===== config.mk =====
export PLATFORM = sky130hd
export DESIGN_NAME = distri_ram_reader
export DESIGN_NICKNAME = d
export VERILOG_FILES = /design/src/rtl/distri_ram_reader_pkg.sv /design/src/rtl/distri_ram_reader.sv
export SDC_FILE = /design/constraint.sdc
export NUM_CORES = 1
export LEC_CHECK = 0
export BUFFER_PORTS_ARGS = -buffer_cell sky130_fd_sc_hd__buf_2
export CORE_MARGIN = 3
export CORE_UTILIZATION = 52
export CTS_CLUSTER_DIAMETER = 150
export DETAILED_ROUTE_END_ITERATION = 8
export HOLD_SLACK_MARGIN = 0.1
export PLACE_DENSITY = 0.95
export SYNTH_ARGS = -nofsm -noshare
export SYNTH_HDL_FRONTEND = slang
export SYNTH_SLANG_ARGS = --single-unit

===== constraint.sdc =====
create_clock -name clk_i -period 4.22 [get_ports clk_i]
set_input_delay 1.055 -clock clk_i [delete_from_list [all_inputs] [get_ports clk_i]]
set_output_delay 1.055 -clock clk_i [all_outputs]
set_load 0.005 [all_outputs]

===== src/rtl/distri_ram_reader_pkg.sv =====
// Constants shared by the Aquila distributed RAM and its sequential reader.
// Both sides must agree on the depth and on the reader state encoding.
package distri_ram_reader_pkg;

    localparam int DISTRI_RAM_ENTRIES = 16;

    typedef enum logic [1:0] {
        IDLE  = 2'd0,
        READ  = 2'd1,
        DRAIN = 2'd2
    } rd_state_e;

endpackage


===== src/rtl/distri_ram_reader.sv =====
// Sequential read engine: walks a wrap-around RAM address range and
// streams each word out through a registered valid/ready port.
module distri_ram_reader
    import distri_ram_reader_pkg::*;
#(
    parameter  int XLEN      = 32,
    parameter  int ENTRY_NUM = DISTRI_RAM_ENTRIES,
    localparam int AWDTH     = $clog2(ENTRY_NUM)
) (
    input  logic             clk_i,
    input  logic             rst_n_i,
    input  logic             start_i,
    input  logic [AWDTH-1:0] base_addr_i,
    input  logic [AWDTH-1:0] len_i,
    output logic [AWDTH-1:0] ram_addr_o,
    input  logic [XLEN-1:0]  ram_data_i,
    output logic [XLEN-1:0]  data_o,
    output logic             valid_o,
    input  logic             ready_i,
    output logic             last_o,
    output logic             busy_o,
    output logic             done_o
);

    rd_state_e        r_state;
    logic [AWDTH-1:0] r_addr;
    logic [AWDTH-1:0] r_rem;
    logic [XLEN-1:0]  r_data;
    logic             r_valid;
    logic             r_last;
    logic             r_done;

    logic w_hs;
    logic w_cap;

    assign w_hs  = r_valid && ready_i;
    assign w_cap = !r_valid || ready_i;

    always_ff @(posedge clk_i or negedge rst_n_i) begin
        if (!rst_n_i) begin
            r_state <= IDLE;
            r_addr  <= '0;
            r_rem   <= '0;
            r_data  <= '0;
            r_valid <= 1'b0;
            r_last  <= 1'b0;
            r_done  <= 1'b0;
        end else begin
            r_done <= 1'b0;
            unique case (r_state)
                IDLE: begin
                    if (start_i) begin
                        r_addr  <= base_addr_i;
                        r_rem   <= len_i;
                        r_state <= READ;
                    end
                end
                READ: begin
                    // Power-of-two depth: the increment wraps on its own.
                    if (w_cap) begin
                        r_data  <= ram_data_i;
                        r_valid <= 1'b1;
                        r_addr  <= r_addr + AWDTH'(1);
                        if (r_rem == '0) begin
                            r_last  <= 1'b1;
                            r_state <= DRAIN;
                        end else begin
                            r_rem <= r_rem - AWDTH'(1);
                        end
                    end
                end
                DRAIN: begin
                    if (w_hs) begin
                        r_valid <= 1'b0;
                        r_last  <= 1'b0;
                        r_done  <= 1'b1;
                        r_state <= IDLE;
                    end
                end
                default: r_state <= IDLE;
            endcase
        end
    end

    assign ram_addr_o = r_addr;
    assign data_o     = r_data;
    assign valid_o    = r_valid;
    assign last_o     = r_last;
    assign busy_o     = (r_state != IDLE);
    assign done_o     = r_done;

endmodule


* Word level (Yosys, flattened, before mapping) *
Index checks and enable logic that the tools add are counted.

cells by class
  add/sub/neg operators = 2
  equal/unequal tests = 7
  mux-type cells = 20
  reduce and logical (&&, ||, !) cells = 14

operators by type and width
  kind                   number
  $mux W4                5
  $pmux W4 S2            2
  $reduce_and A4 Y1      3
  $ne A2 B2 Y1 const B   5
  $mux W2                4
  $mux W1                6
  $pmux W2 S3            1
  $reduce_and A3 Y1      2
  $reduce_bool A2 Y1     3
  $add A4 B1 Y4 const B  1
  $logic_not A4 Y1       1
  $pmux W1 S2            2
  $sub A4 B1 Y4 const B  1
  $eq A2 B1 Y1 const B   1
  $eq A2 B2 Y1 const B   1
  $logic_not A2 Y1       1
  $reduce_and A2 Y1      1
  $logic_and A1 B1 Y1    1
  $logic_not A1 Y1       1
  $logic_or A1 B1 Y1     1

storage, ports and cells
  register bits after elaboration = 45
  input bits = 44
  output and inout bits = 40
  logic and storage cells = 50

* Logic depth before layout (Yosys ltp) *
  depth in word-level cells = 4
  depth in mapped cells = 5
  gate-level depth less buffers = 5

* Worst setup path after synthesis *
No wires, ideal clock.

  kind = in2reg
  start = input port ready_i
  end = register r_data[0], in the netlist data_o[0]
  library setup time = 0.125 ns
  data arrival time = 1.845 ns
  required time = 4.095 ns
  slack = 2.250 ns
  stages on the path = 4
  buffers on the path = 1
  path through = and2b_4 > nor2_8 > buf_6 > mux2_4

between the ends
  longest elaborated chain between the ends = 2

RTL lines
  what                                RTL line                 source
  start, declared                     distri_ram_reader.sv:19  input logic ready_i,
  $logic_or A1 B1 Y1                  distri_ram_reader.sv:37  assign w_cap = !r_valid || ready_i;
  $reduce_and A2 Y1 (no source line)  n/a
  end signal, assigned                distri_ram_reader.sv:61  r_data <= ram_data_i;
  end, declared                       distri_ram_reader.sv:28  logic [XLEN-1:0] r_data;

No other way between the ends.
A chain may end at the register's enable or synchronous reset.

* Worst setup path after layout *
  start = register r_state[0]
  end = output port busy_o

between the ends
  longest elaborated chain between the ends = 1

RTL lines
  what                    RTL line                 source
  start, declared         distri_ram_reader.sv:25  rd_state_e r_state;
  start signal, assigned  distri_ram_reader.sv:41  r_state <= IDLE;
  start signal, assigned  distri_ram_reader.sv:55  r_state <= READ;
  start signal, assigned  distri_ram_reader.sv:66  r_state <= DRAIN;
  $reduce_bool A2 Y1      distri_ram_reader.sv:89  assign busy_o = (r_state != IDLE);
  end, declared           distri_ram_reader.sv:21  output logic busy_o,

No other way between the ends.

==> summary.txt <==
Logic synthesis
  • Primary FF master, synth: dfrtp_1
  • Post-synth top area cell: dfrtp_1
  • Post-synthesis sequential area ratio: 53.8%
  • Syn Area/Cell: 14.8 um2
  • Top post-synthesis cells by area: dfrtp_1 (54%), mux2_4 (21%), buf_6 (2.2%)
  • Fraction of registers with async set/reset: 100%
  • Area of the mapped netlist: 2090 um2
  • Number of synthesized flops with an enable pin: 0
  • Commonest cells post-synth: dfrtp_1 (45), mux2_4 (29), inv_1 (5)
  • Count leader, synth: dfrtp_1
  • Synth cell types: 38
  • Post-Syn Instances: 141
  • Yosys warns: 0
  • Area share of the largest cell type after synthesis: 53.8%
  • Seq cells post-synth: 45
  • Net Count, Synth: 187

Routing
  • Vias/cell: 5.21
  • DR pass1 iterations: 4
  • Vias: 1,423
  • Final WL: 4220 um
  • Violation count after the first detailed-route iteration: 77
  • Antenna viol nets, final: 0
  • # DRC: 0
  • Per-cell routed wire length: 15.4 um

GRT
  • First-pass GRT wire length: 7050 um
  • Vias in the first global route: 1,437
  • M3 GR Usage: 2.90%
  • Met2 Use GR: 31.3%
  • Total routing usage reported by global routing: 18.2%
  • GR Overflow Total: 0
  • Met1 usage: 23.8%
  • Largest net degree at the start of global routing: 46
  • Busiest grt layer: met2
  • Initial antenna violation count: 0

Pwr
  • NetSw: 697 uW
  • Worst VDD drop: 0.000446 V
  • PwrDens: 800 nW/um2
  • Leakage: 0.00133 uW
  • Logic gate share of total power: 46.3%
  • Flop pwr share: 38.5%
  • Clock group share of total power: 15.2%
  • Power Internal: 1400 uW
  • Net Sw Frac: 33.2%

Die
  • Area of the die: 4820 um2
  • Die Span Y: 69.4 um
  • Initial core utilization: 55.5%
  • Core area: 3770 um2
  • IO Count: 84
  • # rows: 22
  • Die X: 69.4 um

Status
  • Status: finished, final reports clean

Timing
  • Final slew viol count: 0
  • Final period util: 54.6%
  • Unrepaired setup endpoints after global routing: no
  • Max-slew headroom: 36.5%
  • Maximum clock frequency: 0.434 GHz
  • Tmin final: 2.30 ns
  • Hold Vio Cnt, Final: 0
  • Setup-failing EPs final: 0
  • Slew of the pin with the lowest slew margin: 0.953 ns
  • Setup Skew: 0.00954 ns
  • Sum of negative setup slack: 0 ns

Finish
  • Fill cells: 272
  • Fin nets: 270
  • Diode count: 0
  • Area grow syn2layout: 25.2%
  • Fraction of layout cells with a size suffix above 1: 57.3%
  • Final Core Density: 69.5%
  • Final Cell Area: 2620 um2

Clock network
  • Root Buffer: clkbuf_8
  • Cts bufs inserted: 5
  • Postcts setup bufs: 0
  • H-tree Lvls: 2
  • CTS Sinks: 45
  • Worst-path clk slew: 0.08 ns
  • Longest Clk Path Bufs: 2
  • Post-cts resize count: 0
  • Clock Latency Late Sink: 0.29 ns
  • CTS tree: built
  • Hold-fix buffer count after cts: 0

Worst setup path
  • Crit path launch type: flip-flop
  • CP required: 3.16 ns
  • Critical Path Max Stage Delay: 0.54 ns
  • CP endpoint kind: output pin
  • Crit Path Class: flip-flop to output pin
  • CP Buf/Inv Count: 2
  • CP max stage cell: dfrtp_1
  • Worst path top cell family by delay: flip-flops
  • Maximum fanout along the worst path: 13
  • CP cell instances: nor2_1 > inv_1 > buf_2
  • WP data arrival: 1.25 ns

Placement
  • HPWL Detailed: 3190 um
  • Dpl cell area: 2500 um2
  • Routability cong.: 0.811
  • IO buf count: 83

Job
  • Maxcap violations: 0

Hold path
  • Worst hold path class: flip-flop to flip-flop
through the flow:
stage | hold slack [ns] | instances | total power (uW) | worst slack (ns)
6_report | 0.507 | 273 | 2100 | 1.92
5_1_grt | 0.537 | 273 | 2240 | 1.85
4_1_cts | 0.510 | 273 | 2120 | 1.91
3_5_place_dp | 0.489 | 265 | 1800 | 1.72
3_3_place_gp | 0.486 | 265 | 1750 | 1.77
2_1_floorplan | 0.478 | 141 | 1500 | 2.25
routing by layer:
| metal | wire (um) | up-vias |
|---|---|---|
| li1 | - | 681 |
| met1 | 1800 | 698 |
| met2 | 2200 | 39 |
| met3 | 169 | 5 |
| met4 | 49 | 0 |
| met5 | 0 | - |
cells in the final DEF (no fill, tap or decap), types with 2 or more instances in the layout:
cell | synthesis | final
a22oi_1 | 4 | 4
a21oi_1 | 3 | 3
inv_1 | 5 | 5
o211ai_1 | 4 | 4
clkbuf_8 | 0 | 5
a21o_1 | 2 | 2
nor3_1 | 2 | 2
dfrtp_1 | 45 | 45
ha_1 | 2 | 2
nand2_1 | 3 | 3
mux2i_1 | 2 | 2
buf_2 | 2 | 83
mux2_2 | 3 | 3
o2bb2ai_1 | 4 | 4
mux2_4 | 29 | 29
nor4b_1 | 2 | 2
nor3b_1 | 2 | 2
nor2_1 | 2 | 2
a31oi_1 | 2 | 2
flip-flops by register name, summed over array words and instances (netlist names):
signal,flops
data_o,32
r_rem,4
ram_addr_o,4
r_state,2
done_o,1
last_o,1
valid_o,1
path summary, 6_finish.rpt:
check	startpoint	endpoint	slack, ns	cells after the start
worst max-delay path	r_state[0]$_DFFE_PN0P_	busy_o	1.92	3
min in group asynchronous	rst_n_i	data_o[2]$_DFFE_PN0P_	0.91	1
worst min register to register	data_o[10]$_DFFE_PN0P_	data_o[10]$_DFFE_PN0P_	0.51	1
worst min-delay path	data_o[10]$_DFFE_PN0P_	data_o[10]$_DFFE_PN0P_	0.51	1
worst max register to register	r_state[0]$_DFFE_PN0P_	data_o[28]$_DFFE_PN0P_	2.14	3
max in group asynchronous	rst_n_i	ram_addr_o[3]$_DFFE_PN0P_	2.72	1
worst reg2reg max path: cells and delay by family (launching register included):
kind,cells,cell delay (ns)
flops,1,0.61
simple gates,2,0.94
mux,1,0.43
area by class of cell:
| cell class | count | area [um2] | share of cell area (%) |
|---|---|---|---|
| sequential | 45 | 1130 | 43.0 |
| multi-input combinational | 84 | 885 | 33.8 |
| timing repair buffer | 83 | 415 | 15.9 |
| clock buffer | 5 | 68.8 | 2.63 |
| tap | 48 | 60.1 | 2.29 |
| clock inverter | 3 | 46.3 | 1.77 |
| inverter | 5 | 18.8 | 0.716 |
kinds of logic after synthesis:
kind of cell               after synthesis  share of synthesized area [%]
DFF                                     45                           53.8
muxes                                   34                           23.4
adders and majority gates                2                           1.20
and+or+nand+nor                         23                           8.49
AOI/OAI and AO/OA                       25                           9.21
buffers and inverters                   12                           3.89
power groups by stage:
stage / Clock [uW] / Sequential, uW / Combinational, uW
2_1_floorplan: 0 / 791 / 710
3_3_place_gp: 0 / 798 / 952
3_5_place_dp: 0 / 806 / 989
4_1_cts: 327 / 806 / 984
5_1_grt: 343 / 838 / 1060
6_report: 318 / 808 / 970
Power figures use the tool's default switching activity.
